--- src/rtl/mem_dma_pkg.sv ---
`default_nettype none
// ============================================================================
// mem_dma_pkg
// Shared definitions for the block-transfer initiator: FSM state encoding,
// transfer mode constants and default memory widths (shared with the
// memory and the CPU core).
// Revision: 1.0
// ============================================================================
package mem_dma_pkg;

  // Default widths of the processor data memory port
  localparam int ADDR_W_DEF = 8;
  localparam int DATA_W_DEF = 8;

  // Transfer modes as presented on the mode input
  localparam logic MODE_COPY = 1'b0;
  localparam logic MODE_FILL = 1'b1;

  // Controller states
  typedef enum logic [1:0] {
    ST_IDLE  = 2'd0,
    ST_READ  = 2'd1,
    ST_WRITE = 2'd2,
    ST_DONE  = 2'd3
  } state_e;

endpackage : mem_dma_pkg
`default_nettype wire

--- src/rtl/mem_dma.sv ---
`default_nettype none
// ============================================================================
// mem_dma
// Block-transfer initiator for the single-port data memory. Performs either
// an ascending byte copy (src -> dst, read/write alternating) or a constant
// fill of len bytes, then pulses done for one cycle. All outputs come
// straight from flops, so there is no combinational path from the request
// inputs (or from mem_dout) to the memory port.
// Revision: 1.0
// ============================================================================
module mem_dma
  import mem_dma_pkg::*;
#(
  parameter int ADDR_W = ADDR_W_DEF,
  parameter int DATA_W = DATA_W_DEF
) (
  input  logic              clk,
  input  logic              rst,
  input  logic              start,
  input  logic              mode,
  input  logic [ADDR_W-1:0] src_addr,
  input  logic [ADDR_W-1:0] dst_addr,
  input  logic [ADDR_W-1:0] len,
  input  logic [DATA_W-1:0] fill_val,
  output logic              busy,
  output logic              done,
  output logic [ADDR_W-1:0] mem_addr,
  output logic [DATA_W-1:0] mem_din,
  output logic              mem_we,
  input  logic [DATA_W-1:0] mem_dout
);

  localparam logic [ADDR_W-1:0] ADDR_ONE  = {{(ADDR_W-1){1'b0}}, 1'b1};
  localparam logic [ADDR_W-1:0] ADDR_ZERO = '0;
  localparam logic [DATA_W-1:0] DATA_ZERO = '0;

  // Control and datapath registers
  state_e              state_q,    state_d;
  logic [ADDR_W-1:0]   src_ptr_q,  src_ptr_d;
  logic [ADDR_W-1:0]   dst_ptr_q,  dst_ptr_d;
  logic [ADDR_W-1:0]   remain_q,   remain_d;
  logic [DATA_W-1:0]   data_q,     data_d;
  logic                mode_q,     mode_d;
  logic [DATA_W-1:0]   fill_val_q, fill_val_d;

  // Output registers; their next values are decoded from the next state
  logic                busy_q,     busy_d;
  logic                done_q,     done_d;
  logic                mem_we_q,   mem_we_d;
  logic [ADDR_W-1:0]   mem_addr_q, mem_addr_d;
  logic [DATA_W-1:0]   mem_din_q,  mem_din_d;

  // Next-state, datapath update and registered-output decode
  always_comb begin
    state_d    = state_q;
    src_ptr_d  = src_ptr_q;
    dst_ptr_d  = dst_ptr_q;
    remain_d   = remain_q;
    data_d     = data_q;
    mode_d     = mode_q;
    fill_val_d = fill_val_q;

    case (state_q)
      ST_IDLE: begin
        if (start) begin
          src_ptr_d  = src_addr;
          dst_ptr_d  = dst_addr;
          remain_d   = len;
          mode_d     = mode;
          fill_val_d = fill_val;
          if (len == ADDR_ZERO) begin
            state_d = ST_DONE;
          end else if (mode == MODE_FILL) begin
            state_d = ST_WRITE;
          end else begin
            state_d = ST_READ;
          end
        end
      end

      ST_READ: begin
        // Memory read data is combinational from the source address
        data_d    = mem_dout;
        src_ptr_d = src_ptr_q + ADDR_ONE;
        state_d   = ST_WRITE;
      end

      ST_WRITE: begin
        dst_ptr_d = dst_ptr_q + ADDR_ONE;
        remain_d  = remain_q - ADDR_ONE;
        if (remain_q == ADDR_ONE) begin
          state_d = ST_DONE;
        end else if (mode_q == MODE_FILL) begin
          state_d = ST_WRITE;
        end else begin
          state_d = ST_READ;
        end
      end

      ST_DONE: begin
        state_d = ST_IDLE;
      end

      default: begin
        state_d = ST_IDLE;
      end
    endcase

    // Outputs for the cycle spent in state_d, computed one edge early
    busy_d     = (state_d != ST_IDLE);
    done_d     = (state_d == ST_DONE);
    mem_we_d   = (state_d == ST_WRITE);
    mem_addr_d = ADDR_ZERO;
    mem_din_d  = DATA_ZERO;
    if (state_d == ST_READ) begin
      mem_addr_d = src_ptr_d;
    end else if (state_d == ST_WRITE) begin
      mem_addr_d = dst_ptr_d;
      mem_din_d  = (mode_d == MODE_FILL) ? fill_val_d : data_d;
    end
  end

  // State, datapath and output registers; reset abandons any transfer
  always_ff @(posedge clk or posedge rst) begin
    if (rst) begin
      state_q    <= ST_IDLE;
      src_ptr_q  <= ADDR_ZERO;
      dst_ptr_q  <= ADDR_ZERO;
      remain_q   <= ADDR_ZERO;
      data_q     <= DATA_ZERO;
      mode_q     <= MODE_COPY;
      fill_val_q <= DATA_ZERO;
      busy_q     <= 1'b0;
      done_q     <= 1'b0;
      mem_we_q   <= 1'b0;
      mem_addr_q <= ADDR_ZERO;
      mem_din_q  <= DATA_ZERO;
    end else begin
      state_q    <= state_d;
      src_ptr_q  <= src_ptr_d;
      dst_ptr_q  <= dst_ptr_d;
      remain_q   <= remain_d;
      data_q     <= data_d;
      mode_q     <= mode_d;
      fill_val_q <= fill_val_d;
      busy_q     <= busy_d;
      done_q     <= done_d;
      mem_we_q   <= mem_we_d;
      mem_addr_q <= mem_addr_d;
      mem_din_q  <= mem_din_d;
    end
  end

  assign busy     = busy_q;
  assign done     = done_q;
  assign mem_we   = mem_we_q;
  assign mem_addr = mem_addr_q;
  assign mem_din  = mem_din_q;

endmodule : mem_dma
`default_nettype wire

--- config.mk ---
export PLATFORM = sky130hd
export DESIGN_NAME = mem_dma
export DESIGN_NICKNAME = d
export VERILOG_FILES = /design/src/rtl/mem_dma_pkg.sv /design/src/rtl/mem_dma.sv
export SDC_FILE = /design/constraint.sdc
export NUM_CORES = 1
export LEC_CHECK = 0
export BUFFER_PORTS_ARGS = -buffer_cell sky130_fd_sc_hd__buf_2
export CORE_ASPECT_RATIO = 0.5
export CORE_MARGIN = 10
export CORE_UTILIZATION = 45
export CTS_CLUSTER_SIZE = 28
export DETAILED_ROUTE_END_ITERATION = 8
export GPL_TIMING_DRIVEN = 0
export PLACE_DENSITY = 0.68
export SKIP_CTS_REPAIR_TIMING = 1
export SLEW_MARGIN = 20
export SYNTH_ARGS = -nofsm -noshare
export SYNTH_HDL_FRONTEND = slang
export SYNTH_SLANG_ARGS = --single-unit
export TNS_END_PERCENT = 1
--- constraint.sdc ---
create_clock -name clk -period 2.2 [get_ports clk]
set_input_delay 0.44 -clock clk [delete_from_list [all_inputs] [get_ports clk]]
set_output_delay 0.44 -clock clk [all_outputs]
set_load 0.005 [all_outputs]
==> results.toml <==
[grt]
first_global_vias = 2645
grt_start_max_net_pins = 59
grt_usage = 0.1586
grt_antenna_before_repair = 0
grt_remaining_overflow = 0
global_route_wire_length_before_repair_um = 13270

[synthesis]
netlist_top_cells_area = "dfrtp_1, nand2_1, nor2_1"
syn_area_um2 = 3035
yosysTopAreaCell = "dfrtp_1"
synth_flop_cell = "dfrtp_1"
synthesis.area_per_instance_um2 = 9.855
synth.yosys.seq_area_share = 0.5111
synth-warning-count = 0
synthDominantCellAreaShare = 0.5111
synth.cells.most_frequent = "dfrtp_1, nand2_1, nor2_1"
synth_nets = 356
postSynthRegisterBits = 62
synth_cell_types = 53
synth_edf_count = 0
most_used_standard_cell_by_instance_count_after_synthesis = "dfrtp_1"
syn_inst = 308
synth-async-reset-ratio = 1.000

[job]
cap_viol_max_count = 0

[power]
power_density_nw_per_um2 = 1484
power_leakage_uw = 0.001781
vdd.ir_drop.worst_mv = 0.6013

[timing]
fin_crit_ps = 2019
hold_viol = 0
finalCritPeriodShare = 0.9177
grt_setup_unrepaired = "false"
clock.fmax_mhz = 495.3
fin_worst_skew_ps = 4.891
final_setup_violation_count = 0
timing_worst_slew_pin_value_ps = 808.0
slew_headroom = 0.4593
number_of_slew_limit_violations_in_the_final_report = 0
fin_setup_tns_ps = 0

[worst_setup_path]
worst_setup_path_endpoint = "mem_addr[7]"
critical_path.startpoint = "state_q[0]"
rr_worst_depth = 5
critPathCaptureType = "register"
worst_r2r_endpoint = "mem_addr[7]"
worst_path_largest_cell_delay_ps = 630
r2r-start = "state_q[0]"
worstSetupPathType = "register to register"
arrival_ps = 2220
critPathRequiredTime_ps = 2400
slowest_stage = "nor2_1"
ff2ff_setup_slack_ps = 180
launching_element_type_of_the_critical_path = "register"
crit_fanout = 9
crit_path_cell_trace = "or3b_1 -> buf_6 -> nor2_1 -> nor2b_1 -> o2bb2ai_1"

[clock_tree]
clk_path_buf_depth = 2
cts.clk_slew.worst_paths_ps = 50
cts_made_buffers = 9
tritoncts = "built"
cts_root_buffer = "clkbuf_16"
cts.sink_count = 62
clk_latency_ps = 330
clock_h_tree_levels = 3

[die]
dieHeight_um = 78.08
rows = 21
start_util = 0.4584
die-width_um = 136.2
design.die.area_um2 = 10630
design.core.area_um2 = 6621
io_pins = 63

[run_status]
outcome = "finished, final reports clean"

[place]
portBuffers = 62
dp_hpwl_um = 5930
place.gp.congestion = 0.8196
dpl_cell_area_um2 = 3491

[cells_and_area]
drive_gt1_frac = 0.2687
final_area_um2 = 3757
antenna_cells = 0
fillers = 625
finish.net_count = 431
syn2layout_area_growth_pct = 23.78

[detailed_routing]
first_pass_iters = 4
via_count = 2650
detail_route.drc_violations = 0
postRouteWirelength_um = 8424
route.detailed.vias_per_inst = 5.532
routedWlPerCell_um = 17.59
initialDrtViolationCount = 266
ant_nets = 0

[hold_path]
worst_min_delay_path_category = "input port to register"
==> critical path, delay by kind of cell, from the launching register on <==
family / cells / cell delay, ps
AO/OA/AOI/OAI: 1 / 160
buffers and inverters: 1 / 150
AND/OR/NAND/NOR: 3 / 1140
flip-flops: 1 / 440
==> power by group <==
part | leakage (uW) | switching (uW) | internal [uW]
combinational | 0.000899 | 1340 | 965
sequential | 0.000754 | 363 | 1670
clock | 0.000128 | 492 | 746
==> per-stage QoR <==
step	std cells	hold WS, ps	utilization	total power [uW]	worst slack (ps)
floorplan	308	440.1	-	3601	218.6
global placement	462	453.2	0.5227	4210	-540.7
detailed placement	463	329.2	0.5272	4317	101.1
CTS	478	-24.65	0.5659	5590	198.4
global route	479	327.8	0.5675	5963	2.737
finish	479	324.0	0.5675	5576	181.0
==> sequential cells by signal, indices dropped and copies added, names as in the netlist <==
register	count
fill_val_q	8
src_ptr_q	8
busy	1
done	1
state_q	2
remain_q	8
mode_q	1
mem_din	8
data_q	8
mem_addr	8
dst_ptr_q	8
mem_we	1
==> worst min-delay path by stage <==
stage | end | depth (start not counted) | slack (ps) | from
2_1_floorplan | fill_val_q[0] | 2 | 440 | fill_val_q[0]
3_3_place_gp | fill_val_q[7] | 2 | 450 | fill_val_q[7]
4_1_cts | mem_din[6] | 2 | -20 | rst
3_5_place_dp | mem_din[6] | 2 | 330 | rst
6_report | fill_val_q[5] | 3 | 320 | fill_val[5]
5_1_grt | fill_val_q[7] | 3 | 330 | fill_val[7]
==> metal layers <==
layer  vias to the layer above  wire length [um]  track usage
met3                        13               569      0.05464
met2                        93              4001       0.2529
met1                      1288              3720       0.1943
li1                       1256                 -            -
met4                         0               133      0.06342
met5                         -                 0            0
==> logic make-up (layout without fill, tap and decap cells) <==
group | count (synthesis) | in the layout | synth area share
adder cells (fa/ha/maj) | 4 | 4 | 0.01649
XOR/XNOR | 1 | 1 | 0.002886
multiplexers | 19 | 19 | 0.07008
AND/OR/NAND/NOR | 121 | 121 | 0.1900
flip-flops | 62 | 62 | 0.5111
AO/OA/AOI/OAI | 75 | 75 | 0.1702
buffers and inverters | 26 | 105 | 0.03916
==> cell usage in the layout, fill, tap and decap left out, types with 6 or more instances in the layout <==
cell       count
a21oi_1       22
a22oi_1        8
buf_2         72
clkbuf_1       6
clkbuf_16      9
dfrtp_1       62
inv_1          8
mux2_2         8
mux2i_1       10
nand2_1       44
nor2_1        35
nor2b_1        8
o21ai_0        9
o22ai_1        7
==> final cells by class <==
| cell class | count | area (um2) | area share |
|---|---|---|---|
| Buffer | 17 | 85.08 | 0.02264 |
| Clock buffer | 10 | 229.0 | 0.06094 |
| Clock inverter | 5 | 27.53 | 0.007326 |
| Inverter | 9 | 36.28 | 0.009657 |
| Multi-Input combinational cell | 220 | 1365 | 0.3633 |
| Sequential cell | 62 | 1551 | 0.4129 |
| Tap cell | 92 | 115.1 | 0.03064 |
| Timing Repair Buffer | 64 | 347.8 | 0.09257 |
No activity file was read; power rests on OpenSTA's default activity.
